**src/rtl/param_deserializer.sv**
```systemverilog
// Serial-to-parallel deserializer with run-time word length (1..MAX_WIDTH),
// selectable bit order, running parity and a sticky overrun flag.
// Frame configuration is latched in IDLE and frozen until the next IDLE.
module param_deserializer #(
  parameter int MAX_WIDTH = 9,
  parameter int CNT_W     = 4
) (
  input  logic                 CLK,
  input  logic                 RST,
  input  logic                 DESER_EN,
  input  logic                 SAMPLED_BIT,
  input  logic                 CLR,
  input  logic [CNT_W-1:0]     DATA_LEN,
  input  logic                 LSB_FIRST,
  output logic [MAX_WIDTH-1:0] P_DATA,
  output logic                 DATA_VALID,
  output logic [CNT_W-1:0]     BIT_CNT,
  output logic                 PAR_BIT,
  output logic                 OVERRUN
);

  localparam logic [CNT_W-1:0] MAX_LEN = CNT_W'(MAX_WIDTH);

  typedef enum logic [1:0] {
    IDLE  = 2'b00,
    SHIFT = 2'b01,
    FULL  = 2'b10
  } state_e;

  state_e                 state_q, state_d;
  logic [CNT_W-1:0]       len_q,   len_d;
  logic                   lsb_q,   lsb_d;
  logic [MAX_WIDTH-1:0]   data_q,  data_d;
  logic                   valid_q, valid_d;
  logic [CNT_W-1:0]       cnt_q,   cnt_d;
  logic                   par_q,   par_d;
  logic                   ovr_q,   ovr_d;

  logic [CNT_W-1:0]       din_len;
  logic [CNT_W-1:0]       cur_len;
  logic                   cur_lsb;
  logic [CNT_W-1:0]       bit_idx;
  logic [CNT_W-1:0]       cnt_inc;

  // Clamp requested length and pick the live (IDLE) or latched configuration.
  // In IDLE the first capture must already use the incoming configuration,
  // so the inputs bypass the latch for that cycle.
  always_comb begin
    din_len = DATA_LEN;
    if (DATA_LEN == '0 || DATA_LEN > MAX_LEN) begin
      din_len = MAX_LEN;
    end
    cur_len = (state_q == IDLE) ? din_len   : len_q;
    cur_lsb = (state_q == IDLE) ? LSB_FIRST : lsb_q;
    cnt_inc = cnt_q + CNT_W'(1);
    bit_idx = cur_lsb ? cnt_q : (cur_len - CNT_W'(1) - cnt_q);
  end

  // Next-state and next-output logic.
  always_comb begin
    state_d = state_q;
    len_d   = len_q;
    lsb_d   = lsb_q;
    data_d  = data_q;
    valid_d = 1'b0;
    cnt_d   = cnt_q;
    par_d   = par_q;
    ovr_d   = ovr_q;

    if (CLR) begin
      state_d = IDLE;
      data_d  = '0;
      cnt_d   = '0;
      par_d   = 1'b0;
      ovr_d   = 1'b0;
      if (state_q == IDLE) begin
        len_d = din_len;
        lsb_d = LSB_FIRST;
      end
    end else begin
      unique case (state_q)
        IDLE, SHIFT: begin
          if (DESER_EN) begin
            len_d = cur_len;
            lsb_d = cur_lsb;
            for (int unsigned i = 0; i < MAX_WIDTH; i++) begin
              if (CNT_W'(i) == bit_idx) begin
                data_d[i] = SAMPLED_BIT;
              end
            end
            cnt_d = cnt_inc;
            par_d = par_q ^ SAMPLED_BIT;
            if (cnt_inc == cur_len) begin
              state_d = FULL;
              valid_d = 1'b1;
            end else begin
              state_d = SHIFT;
            end
          end
        end
        FULL: begin
          if (DESER_EN) begin
            ovr_d = 1'b1;
          end
        end
        default: begin
          state_d = IDLE;
        end
      endcase
    end
  end

  // State and output registers with asynchronous active-low reset.
  always_ff @(posedge CLK or negedge RST) begin
    if (!RST) begin
      state_q <= IDLE;
      len_q   <= MAX_LEN;
      lsb_q   <= 1'b1;
      data_q  <= '0;
      valid_q <= 1'b0;
      cnt_q   <= '0;
      par_q   <= 1'b0;
      ovr_q   <= 1'b0;
    end else begin
      state_q <= state_d;
      len_q   <= len_d;
      lsb_q   <= lsb_d;
      data_q  <= data_d;
      valid_q <= valid_d;
      cnt_q   <= cnt_d;
      par_q   <= par_d;
      ovr_q   <= ovr_d;
    end
  end

  assign P_DATA     = data_q;
  assign DATA_VALID = valid_q;
  assign BIT_CNT    = cnt_q;
  assign PAR_BIT    = par_q;
  assign OVERRUN    = ovr_q;

endmodule

```
**config.mk**
```make
export PLATFORM = sky130hd
export DESIGN_NAME = param_deserializer
export DESIGN_NICKNAME = d
export VERILOG_FILES = /design/src/rtl/param_deserializer.sv
export SDC_FILE = /design/constraint.sdc
export NUM_CORES = 1
export LEC_CHECK = 0
export CAP_MARGIN = 20
export CORE_MARGIN = 2
export CORE_UTILIZATION = 38
export DETAILED_ROUTE_END_ITERATION = 7
export GPL_TIMING_DRIVEN = 0
export SLEW_MARGIN = 10
export SYNTH_ARGS = -nofsm -noshare
export SYNTH_HDL_FRONTEND = slang
export SYNTH_SLANG_ARGS = --single-unit
export TNS_END_PERCENT = 1
```
**constraint.sdc**
```tcl
create_clock -name CLK -period 8.53 [get_ports CLK]
set_input_delay 1.706 -clock CLK [delete_from_list [all_inputs] [get_ports CLK]]
set_output_delay 1.706 -clock CLK [all_outputs]
set_load 0.005 [all_outputs]
```
## Word-level counts from Yosys, hierarchy flattened

Cells that the tools add are included.

- Input bits: 10
- Bits in registers: 23
- Output and inout port bits: 16

- Mux-type cells: 39
- Reductions and logical operators: 29
- Bitwise gates (word level): 1
- Equal/unequal tests: 13
- Magnitude comparators: 1
- $add $sub $neg: 3

Operators by type and width:

| cell | number |
|---|---|
| $mux W4 | 9 |
| $mux W9 | 3 |
| $reduce_and A3 Y1 | 9 |
| $reduce_bool A2 Y1 | 12 |
| $mux W1 | 23 |
| $eq A3 B4 Y1 const A | 4 |
| $eq A2 B4 Y1 const A | 2 |
| $logic_not A4 Y1 | 2 |
| $mux W2 | 3 |
| $reduce_and A2 Y1 | 3 |
| $add A4 B1 Y4 const B | 1 |
| $eq A1 B4 Y1 const A | 1 |
| $eq A4 B4 Y1 | 1 |
| $eq A4 B4 Y1 const A | 1 |
| $gt A4 B4 Y1 const B | 1 |
| $pmux W2 S2 | 1 |
| $sub A4 B1 Y4 const B | 1 |
| $sub A4 B4 Y4 | 1 |
| $ne A3 B3 Y1 const B | 1 |
| $eq A2 B1 Y1 const B | 1 |
| $eq A2 B2 Y1 const B | 1 |
| $logic_not A2 Y1 | 1 |
| $ne A2 B2 Y1 const B | 1 |
| $reduce_or A2 Y1 | 1 |
| other kinds (2) | 2 |

## Logic depth before layout (Yosys ltp)

Gate-level depths: netlist of run 1.

- Depth after elaboration: 12
- Gate-level depth with buffers: 12
- Mapped depth without buffers: 12

## Least setup slack after synthesis of run 1

No wires, ideal clock.

- Path kind: in2reg
- From: in DATA_LEN[1]
- To: reg data_q[1] (netlist: P_DATA[1])
- Setup slack: 4.653 ns
- Library setup time: 0.081 ns
- Arrival: 3.796 ns
- Data required time: 8.449 ns
- Stages on the path: 11
- Buffers on the path: 0
- Path through: nor2_1 xor2_1 nor2_1 a21oi_1 ha_1 fa_1 nand3_2 nand2_1 nor4_1 o21a_1 mux2i_1

- Cells in the longest elaborated chain, start to end: 10
- Elaborated cells between the ends (all ways): 11

Ends and longest elaborated chain:

| what | line | RTL |
|---|---|---|
| start: declaration | 13 | `input logic [CNT_W-1:0] DATA_LEN,` |
| $gt A4 B4 Y1 or $logic_not A4 Y1 (tied branches) | 50 | `if (DATA_LEN == '0 \|\| DATA_LEN > MAX_LEN) begin` |
| $logic_or A1 B1 Y1 * | 50 |  |
| $mux W4 * | 50 |  |
| $mux W4 * | - |  |
| via cur_len[0] | 40 | `logic [CNT_W-1:0] cur_len;` |
| $sub A4 B1 Y4 * | 56 | `bit_idx = cur_lsb ? cnt_q : (cur_len - CNT_W'(1) - cnt_q);` |
| $sub A4 B4 Y4 * | 56 |  |
| $mux W4 * | 56 |  |
| $eq A1 B4 Y1 * | 87 | `if (CNT_W'(i) == bit_idx) begin` |
| $reduce_bool A2 Y1 (no source line) * | - |  |
| $reduce_and A3 Y1 (no source line) * | - |  |
| end signal: assignment | 128 | `data_q <= data_d;` |
| end: declaration | 33 | `logic [MAX_WIDTH-1:0] data_q, data_d;` |

The timed path passes the listed nets; every way through them passes the cells marked *.
A chain may end at the register's enable or synchronous reset.

## Worst setup path after layout of run 1

- From: in DATA_LEN[3]
- To: reg data_q[1] (netlist: P_DATA[1])

Same word-level chain as after synthesis.

==> results.md, run 1 <==
- Detailed Route WL: 3.31 mm
- Port bufs: 24
- Cells after DPL: 236
- Clock Skew: 0.00328 ns
- Die Area: 0.00452 sq mm
- GR peak layer: met2
- Flop and latch count out of synthesis: 23
- CP delay by family, top: compound AO/OA/AOI/OAI gates
- Cts hold-fix bufs: 0
- Hold slack: 0.512 ns
- CP arrival: 4.69 ns
- GRT Resource Usage Total: 17.0%
- Setup Total Neg Slack: 0 ns
- Top cells by area, synth: dfrtp_1, mux2i_1, a21oi_1, nand2_1, dfstp_2
- N_diodes: 0
- RR Startpoint: state_q[1]
- Cell Count, Final, Fillers Out: 241
- Top-area cell type share of the netlist area: 32.9%
- Switching share of power: 35.6%
- Effective utilization at floorplan: 40.6%
- DR vias: 1297
- Drt initial violations: 42
- Final Cell Area: 0.00188 sq mm
- Share of cells above drive strength 1: 10.4%
- Drt via density: 5.38
- Top_reg_cell synth: dfrtp_1
- H-tree levels: 1
- Worst Setup SP: DATA_LEN[3]
- Fin nets: 209
- Synth Instances: 164
- Reg clk slew, reported paths: 0.08 ns
- HP Class: flop to flop
- IO Pins: 26
- Sink Count: 23
- RR Endpoint: P_DATA[1]
- Final hold vios: 0
- RSZ-0062 raised after global routing: false
- CP Launch Type: input pin
- PostCTS Resize Cnt: 0
- Peak VDD IR: 0.0742 mV
- Die width: 67.2 um
- Antenna-violating nets left: 0
- Worst Tran Pin Value: 0.628 ns
- Row count: 22
- FILL cells: 393
- Critical Path Sink Type: flop
- Vias in the first global route: 1300
- Relative slew margins: 57.7%
- Worst R2R Path Depth: 11
- Fmax: 222 MHz
- Most common cell after layout, fill and taps aside: clkdlybuf4s50_1
- Net Switching: 120 uW
- CTS Buf Count: 3
- Cell taking the most area after synthesis: dfrtp_1
- Grt met3 use: 2.50%
- Post-synthesis cell type count: 43
- Root buffer cell: clkbuf_8
- Asr flop ratio synth: 100%
- Final setup vio count: 0
- Crit share post-route: 52.8%
- WHS Path Cells: 2
- MaxCap Viol Count: 0
- Critical setup path kind: input pin to flop
- Clk pwr share: 20.3%
- Number of enable flip-flop cells after synthesis: 0
- Die Ht: 67.2 um
- Routability-driven placement congestion ratio: 0.806
- Comb power frac: 40.7%
- Critical path depth: 11
- Largest stage delay, worst path: 0.60 ns
- Sequential area share after synthesis: 38.1%
- Syn Nets: 179
- Status: complete, no violations
- Worst path slowest cell: nor4_1
- Area delta synth->final: 23.5%
- Synthesized area per cell: 9.26 sq um
- Worst EP required: 8.71 ns
- CTS tree: yes
- Reg2reg setup slack: 5.19 ns
- Post-Syn Area: 0.00152 sq mm
- Register share of total power: 39.0%
- DRC: 0
- First-pass GRT wire length: 5.94 mm
- Slew Viols, Final: 0
- Detailed Place HPWL: 2.55 mm
- Pin count of the biggest net entering global routing: 24
- Crit path cell chain: clkdlybuf4s50_1 -> nor4b_1 -> a21oi_1 -> inv_1 -> ha_1 -> a21o_1 -> a21oi_1 -> xor2_1 -> nor4_1 -> o21a_1 -> mux2i_1
- Cell Int Power: 217 uW
- First-pass detailed-route iteration total: 4
- Power Density: 180 mW/mm^2
- Met1 track demand over resource: 23.8%
- Critical path's most frequent cell: a21oi_1
- Most frequent cells in the layout: clkdlybuf4s50_1, nand2_1, dfrtp_1, a21oi_1, nor2_1
- Fin crit period: 4.50 ns
- Critical Path Sink: P_DATA[1]
- Initial antenna violation count: 0
- Grt total ovfl: 0
- DP Area: 0.00182 sq mm
- Met2 global-route usage: 27.5%
- Core area: 0.00374 sq mm
- Longest Clk Path Bufs: 2
- Later-pin clock latency in the skew report: 0.26 ns
- CP Max Fanout: 5
- Post-CTS Setup Bufs: 0
- Ys Warns: 0
- Drt wl/cell: 13.7 um
- Critical path buffers and inverters: 2
- Leakage power: 0.774 nW
-- Yosys cell counts, drive strengths merged (2+ instances only) --
| cell | n |
|---|---|
| inv | 9 |
| o21a | 3 |
| nand2 | 22 |
| a41o | 2 |
| dfrtp | 20 |
| dfstp | 3 |
| xnor2 | 7 |
| nand3 | 5 |
| nor2 | 14 |
| o21ai | 4 |
| a21oi | 17 |
| clkbuf | 4 |
| ha | 4 |
| nor4b | 3 |
| buf | 3 |
| xor2 | 4 |
| or3 | 2 |
| a31oi | 3 |
| a2111oi | 3 |
| mux2i | 10 |
| nor4 | 3 |
| nand4 | 4 |
-- sequential cells by signal, indices dropped and copies added, names as in the netlist --
register and flops:
state_q 2, BIT_CNT 4, OVERRUN 1, PAR_BIT 1
DATA_VALID 1, P_DATA 9, lsb_q 1, len_q 4
-- final cells by class --
cell class / count / area (sq um) / area share, %
plain buffers: 7 / 42.5 / 2.27
clock buffers: 4 / 45.0 / 2.40
inverters: 9 / 33.8 / 1.80
multi-input cells: 125 / 863 / 46.0
flip-flops and latches: 23 / 579 / 30.9
well taps: 48 / 60.1 / 3.20
repair buffers: 25 / 251 / 13.4
-- how the worst min path moves through the flow --
stage,startpoint,slack (ns),end
6_report,OVERRUN,0.51,OVERRUN
5_1_grt,P_DATA[2],0.55,P_DATA[2]
4_1_cts,OVERRUN,0.51,OVERRUN
3_5_place_dp,OVERRUN,0.49,OVERRUN
3_3_place_gp,OVERRUN,0.49,OVERRUN
2_1_floorplan,OVERRUN,0.49,OVERRUN
-- worst reg2reg max path, cell delays in order (launching register included) --
cell	delay [ns]
dfrtp_1	0.45
buf_6	0.17
or2_2	0.29
a21oi_1	0.30
inv_1	0.13
ha_1	0.29
a21o_1	0.15
a21oi_1	0.32
xor2_1	0.16
nor4_1	0.60
o21a_1	0.21
mux2i_1	0.20
-- metal layers --
metal / part of all wire, % / vias to the layer above
met5: 0 / -
met4: 1.0 / 0
met1: 49 / 621
li1: - / 644
met3: 3.3 / 4
met2: 46 / 28
-- per-stage QoR --
step           utilization [%]  total power [mW]  worst slack [ns]
3_5_place_dp              48.6             0.270              3.77
5_1_grt                   50.1             0.362              3.81
3_3_place_gp              48.6             0.266              3.84
2_1_floorplan                -             0.233              4.65
6_report                  50.1             0.337              4.03
4_1_cts                   49.8             0.337              4.05
-- logic make-up after synthesis --
family	Yosys count	synth area share [%]
adders and majority gates	5	4.61
muxes	11	7.33
AOI/OAI and AO/OA	38	18.1
DFF	23	38.1
buffers and inverters	16	5.02
xor gates and xnor gates	11	6.84
and+or+nand+nor	60	19.9
-- power by group through the flow --
| stage | registers [mW] | logic (mW) | clock network [mW] |
|---|---|---|---|
| floorplan | 0.132 | 0.102 | 0 |
| global placement | 0.133 | 0.134 | 0 |
| detailed placement | 0.133 | 0.137 | 0 |
| CTS | 0.131 | 0.137 | 0.0690 |
| global route | 0.133 | 0.154 | 0.0754 |
| finish | 0.131 | 0.137 | 0.0685 |
Note: power is estimated with default switching activity, not from simulation.
==> run 2, diff against run 1 <==
==> constraint.sdc (replaced) <==
create_clock -name CLK -period 4.25 [get_ports CLK]
set_input_delay 0.85 -clock CLK [delete_from_list [all_inputs] [get_ports CLK]]
set_output_delay 0.85 -clock CLK [all_outputs]
set_load 0.005 [all_outputs]
==> results of run 2 <==
The final DEF is identical to that of run 1. Status: complete, no violations.
Among the figures that moved: setup slack after placement 3.77 ns -> 0.342 ns; setup slack after layout 4.03 ns -> 0.602 ns; register-to-register setup slack 5.19 ns -> 0.91 ns; total power 0.337 mW -> 0.676 mW; worst IR drop on VDD 0.0742 mV -> 0.149 mV
==> run 3, diff against run 2 <==
--- a/config.mk
+++ b/config.mk
@@ -5,12 +5,12 @@
 export SDC_FILE = /design/constraint.sdc
 export NUM_CORES = 1
 export LEC_CHECK = 0
+export ABC_CLOCK_PERIOD_IN_PS = 4250
 export CAP_MARGIN = 20
 export CORE_MARGIN = 2
 export CORE_UTILIZATION = 38
 export DETAILED_ROUTE_END_ITERATION = 7
 export GPL_TIMING_DRIVEN = 0
-export SLEW_MARGIN = 10
 export SYNTH_ARGS = -nofsm -noshare
 export SYNTH_HDL_FRONTEND = slang
 export SYNTH_SLANG_ARGS = --single-unit
==> results of run 3 <==
The final DEF is identical to that of run 1. Status: complete, no violations.
Among the figures that moved: setup slack after placement 3.77 ns -> 0.342 ns; setup slack after layout 4.03 ns -> 0.602 ns; register-to-register setup slack 5.19 ns -> 0.91 ns; total power 0.337 mW -> 0.676 mW; worst IR drop on VDD 0.0742 mV -> 0.149 mV
